[config.mk]
export PLATFORM = sky130hd
export DESIGN_NAME = gray_counter
export DESIGN_NICKNAME = d
export VERILOG_FILES = /design/src/rtl/gray_counter.sv
export SDC_FILE = /design/constraint.sdc
export NUM_CORES = 1
export LEC_CHECK = 0
export CAP_MARGIN = 20
export CORE_ASPECT_RATIO = 0.75
export CORE_UTILIZATION = 32
export CTS_CLUSTER_SIZE = 30
export DETAILED_ROUTE_END_ITERATION = 7
export GPL_TIMING_DRIVEN = 0
export PLACE_DENSITY = 0.67
export SETUP_SLACK_MARGIN = 0.1
export SYNTH_ARGS = -nofsm -noshare
export SYNTH_HDL_FRONTEND = slang
export SYNTH_SLANG_ARGS = --single-unit
[constraint.sdc]
create_clock -name clk -period 2.85 [get_ports clk]
set_input_delay 0.4275 -clock clk [delete_from_list [all_inputs] [get_ports clk]]
set_output_delay 0.4275 -clock clk [all_outputs]
set_load 0.02 [all_outputs]
[src/rtl/gray_counter.sv]
// Parametrised up/down Gray-code counter with registered Gray and binary
// outputs, wrap/saturate mode, synchronous load (Gray or binary) and
// wrap/limit status flags. The binary and Gray registers are updated in
// lockstep, so gray_out always changes by exactly one bit per count step.
module gray_counter #(
    parameter int unsigned            p_width     = 4,
    parameter int unsigned            p_saturate  = 0,
    parameter logic [p_width-1:0]     p_reset_bin = '0
) (
    input  logic               clk,
    input  logic               reset,
    input  logic               clear,
    input  logic               load,
    input  logic               load_gray,
    input  logic [p_width-1:0] data_in,
    input  logic               en,
    input  logic               up,
    output logic [p_width-1:0] gray_out,
    output logic [p_width-1:0] bin_out,
    output logic               wrap_out,
    output logic               at_max,
    output logic               at_min
);

    localparam logic [p_width-1:0] c_max  = '1;
    localparam logic [p_width-1:0] c_zero = '0;
    localparam logic [p_width-1:0] c_one  = {{(p_width-1){1'b0}}, 1'b1};

    function automatic logic [p_width-1:0] bin2gray(input logic [p_width-1:0] bv);
        return bv ^ (bv >> 1);
    endfunction

    // Bit i of the binary value is the XOR of all Gray bits from the MSB down to i.
    function automatic logic [p_width-1:0] gray2bin(input logic [p_width-1:0] gv);
        logic [p_width-1:0] r;
        r = '0;
        r[p_width-1] = gv[p_width-1];
        for (int i = p_width - 2; i >= 0; i--) begin
            r[i] = r[i+1] ^ gv[i];
        end
        return r;
    endfunction

    logic [p_width-1:0] b_q, b_d;
    logic [p_width-1:0] g_q, g_d;
    logic               w_q, w_d;
    logic               at_max_q, at_max_d;
    logic               at_min_q, at_min_d;

    // Next-state selection with priority clear > load > en > hold.
    always_comb begin
        b_d = b_q;
        w_d = 1'b0;
        if (clear) begin
            b_d = p_reset_bin;
        end else if (load) begin
            b_d = load_gray ? gray2bin(data_in) : data_in;
        end else if (en) begin
            if (up) begin
                if (b_q != c_max) begin
                    b_d = b_q + c_one;
                end else if (p_saturate == 0) begin
                    b_d = c_zero;
                    w_d = 1'b1;
                end
            end else begin
                if (b_q != c_zero) begin
                    b_d = b_q - c_one;
                end else if (p_saturate == 0) begin
                    b_d = c_max;
                    w_d = 1'b1;
                end
            end
        end
        // A Gray load keeps the supplied code verbatim; it equals the re-encode anyway.
        g_d      = (!clear && load && load_gray) ? data_in : bin2gray(b_d);
        at_max_d = (b_d == c_max);
        at_min_d = (b_d == c_zero);
    end

    // State registers with synchronous active-high reset.
    always_ff @(posedge clk) begin
        if (reset) begin
            b_q      <= p_reset_bin;
            g_q      <= bin2gray(p_reset_bin);
            w_q      <= 1'b0;
            at_max_q <= (p_reset_bin == c_max);
            at_min_q <= (p_reset_bin == c_zero);
        end else begin
            b_q      <= b_d;
            g_q      <= g_d;
            w_q      <= w_d;
            at_max_q <= at_max_d;
            at_min_q <= at_min_d;
        end
    end

    assign gray_out = g_q;
    assign bin_out  = b_q;
    assign wrap_out = w_q;
    assign at_max   = at_max_q;
    assign at_min   = at_min_q;

endmodule

==> impl_metrics.json <==
{
  "dieArea_mm2": 0.00272,
  "htreeDepth": 1,
  "routedWlPerCell_um": 11.0,
  "cts-resized-gates": 0,
  "hold_end": "wrap_out$_SDFF_PP0_",
  "skew_ns": 0.00307,
  "crit_type": "primary input to flip-flop",
  "hold_depth": 2,
  "cts.sinks": 11,
  "tightestPinTransition_ns": 0.476,
  "period_share": 0.840,
  "status": "complete, no violations",
  "via_count": 756,
  "grt_pass1_wl_um": 2570,
  "worst_path_max_delay_cell": "clkdlybuf4s50_1",
  "clk_latency_ns": 0.27,
  "power_leakage_nw": 0.442,
  "synth_area_um2": 805,
  "rrSetupSlack_ns": 0.49,
  "first_pass_iters": 4,
  "cts_inserted_buffers": 3,
  "ir_worst_vdd_mv": 0.141,
  "antenna_found_initial": 0,
  "synthTopCellsByArea": "dfxtp_1 (27%), ha_1 (9.3%), nand2b_1 (4.7%)",
  "cts_buffer_depth": 2,
  "grt_usage": 0.129,
  "tns_ns": 0,
  "synth_edf_count": 0,
  "drv_cap": 0,
  "grt_pass1_vias": 580,
  "final-instance-count-excl-fill": 151,
  "cts_setup_buffers": 0,
  "yosys_warnings": 0,
  "yosys-top-cells-count": "dfxtp_1 (11), nor2_1 (8)",
  "clkTransAtPathRegs_ns": 0.07,
  "worstReg2RegStart": "bin_out[0]$_SDFF_PP0_",
  "hold_viol": 0,
  "io-pin-count": 22,
  "worstSetupStartpointType": "primary input",
  "gp_congestion": 0.769,
  "drc": 0,
  "die_w_um": 59.9,
  "ys_types": 36,
  "hold_class": "flip-flop to flip-flop",
  "ys_ff_latch": 11,
  "ant_nets": 0,
  "ff2ff_path_depth": 9,
  "syn_nets": 110,
  "p_total_w": 0.000413,
  "placed_cells": 147,
  "initial_core_util": 0.343,
  "cts_tree": "built",
  "gr-total-overflow": 0,
  "rows": 15,
  "layout-drive-gt1-share": 0.0684,
  "drt_iter0_drc": 34,
  "ctsHoldBuffers": 0,
  "async_reset_ff_frac": 0,
  "yosysSeqAreaShare": 0.274,
  "endpoint_kind": "flip-flop",
  "relSlewSlack": 0.682,
  "preCtsSetupSlack_ns": 0.190,
  "crit_arrival_ns": 2.55,
  "final_max_slew_viol_count": 0,
  "finalCriticalPeriod_ns": 2.39,
  "timing.final.ws_setup_ns": 0.455,
  "setup_viol": 0,
  "core_mm2": 0.00235,
  "dp_hpwl_um": 1340,
  "antenna-diode-count": 0,
  "synth_most_common_cell": "dfxtp_1",
  "grt_max_degree": 11,
  "fin_nets": 135,
  "yosysTopAreaCell": "dfxtp_1",
  "fp.dieH_um": 45.4,
  "whs_ns": 0.628,
  "rr_endpoint": "gray_out[0]$_SDFF_PP0_",
  "power.density_mw_per_mm2": 385,
  "numPortBuffers": 20,
  "synthCells": 93,
  "drt_wl_total_um": 1660,
  "yosys.area.top_type_share": 0.274,
  "hold_start": "bin_out[3]$_SDFF_PP0_",
  "max_freq_ghz": 0.418,
  "path_max_fanout": 6,
  "syn_area_per_cell_um2": 8.65,
  "crit_chain": "clkdlybuf4s50_1, or3b_2, a21oi_1, a221oi_1, a211o_1, ha_1, mux2i_1, nor2_1",
  "max_stage_delay_ns": 0.53,
  "syn2layout_area_growth_pct": 33.4,
  "vias_per_cell": 5.01,
  "cts_root_buffer": "clkbuf_4",
  "rsz0062_at_grt": "no",
  "cp_data_required_time_ns": 3.00,
  "synthFlopType": "dfxtp_1"
}
-- through the flow --
step           utilization  instance area, um^2
2_1_floorplan            -                  805
3_3_place_gp         0.446                 1050
3_5_place_dp         0.446                 1050
4_1_cts              0.458                 1070
5_1_grt              0.458                 1070
6_report             0.458                 1070
-- registers in the layout, indices dropped and copies added (netlist names) --
name	cells
at_min	1
bin_out	4
wrap_out	1
gray_out	4
at_max	1
-- metal layers --
| layer | share of wire | wire (um) | vias up | global-route usage |
|---|---|---|---|---|
| met1 | 0.51 | 846 | 345 | 0.180 |
| li1 | - | - | 387 | - |
| met5 | 0 | 0 | - | 0 |
| met3 | 0.062 | 103 | 0 | 0.0511 |
| met4 | 0 | 0 | 0 | 0.0140 |
| met2 | 0.43 | 710 | 24 | 0.193 |
-- worst max-delay path, delay by kind of cell --
kind	cells	cell delay, ns
AO/OA/AOI/OAI	3	0.61
adder cells (fa/ha/maj)	1	0.29
buffers and inverters	1	0.53
multiplexers	1	0.13
AND/OR/NAND/NOR	2	0.57
-- layout by cell type (no fill, tap or decap), types with 2 or more instances in the layout --
cell type,netlist,final
a21oi_1,6,6
mux2i_1,2,2
clkbuf_4,0,3
clkdlybuf4s50_1,0,20
ha_1,6,6
clkbuf_1,2,3
o21ai_0,5,5
inv_1,4,4
o31ai_1,3,3
a211oi_1,2,2
xor2_1,2,2
nand3b_1,2,2
dfxtp_1,11,11
and3_1,3,3
nand2b_1,6,6
nor2_1,8,8
a31oi_1,2,2
xnor2_1,2,2
nand2_1,6,6
nor2b_1,3,3
-- cell type report --
type                    instances  area [um^2]
flip-flops and latches         11          220
clock buffers                   4         26.3
inverters                       4         15.0
fillers                       244         1270
plain buffers                   3         11.3
well taps                      34         42.5
multi-input cells              75          558
repair buffers                 20          200
-- cell families (layout without fill, tap and decap cells) --
kind of cell / Yosys count / after routing / synth area share
AO/OA/AOI/OAI: 27 / 27 / 0.243
adder cells (fa/ha/maj): 6 / 6 / 0.0933
buffers and inverters: 7 / 31 / 0.0327
AND/OR/NAND/NOR: 33 / 33 / 0.218
flip-flops: 11 / 11 / 0.274
multiplexers: 3 / 3 / 0.0389
XOR/XNOR: 6 / 6 / 0.101
-- power by group --
part / total (W) / leakage, nW / internal, W / switching, W
clock: 0.000107 / 0.0150 / 0.0000542 / 0.0000526
sequential: 0.000170 / 0.0903 / 0.000163 / 0.00000652
combinational: 0.000136 / 0.337 / 0.0000694 / 0.0000670
-- worst max-delay path by stage --
stage	depth (start not counted)	start	end
3_3_place_gp	8	up	gray_out[2]$_SDFF_PP0_
4_1_cts	8	up	gray_out[0]$_SDFF_PP0_
2_1_floorplan	9	bin_out[0]$_SDFF_PP0_	gray_out[0]$_SDFF_PP0_
5_1_grt	8	up	gray_out[2]$_SDFF_PP0_
6_report	8	up	gray_out[0]$_SDFF_PP0_
3_5_place_dp	8	up	gray_out[0]$_SDFF_PP0_
Note: power is estimated with default switching activity, not from simulation.
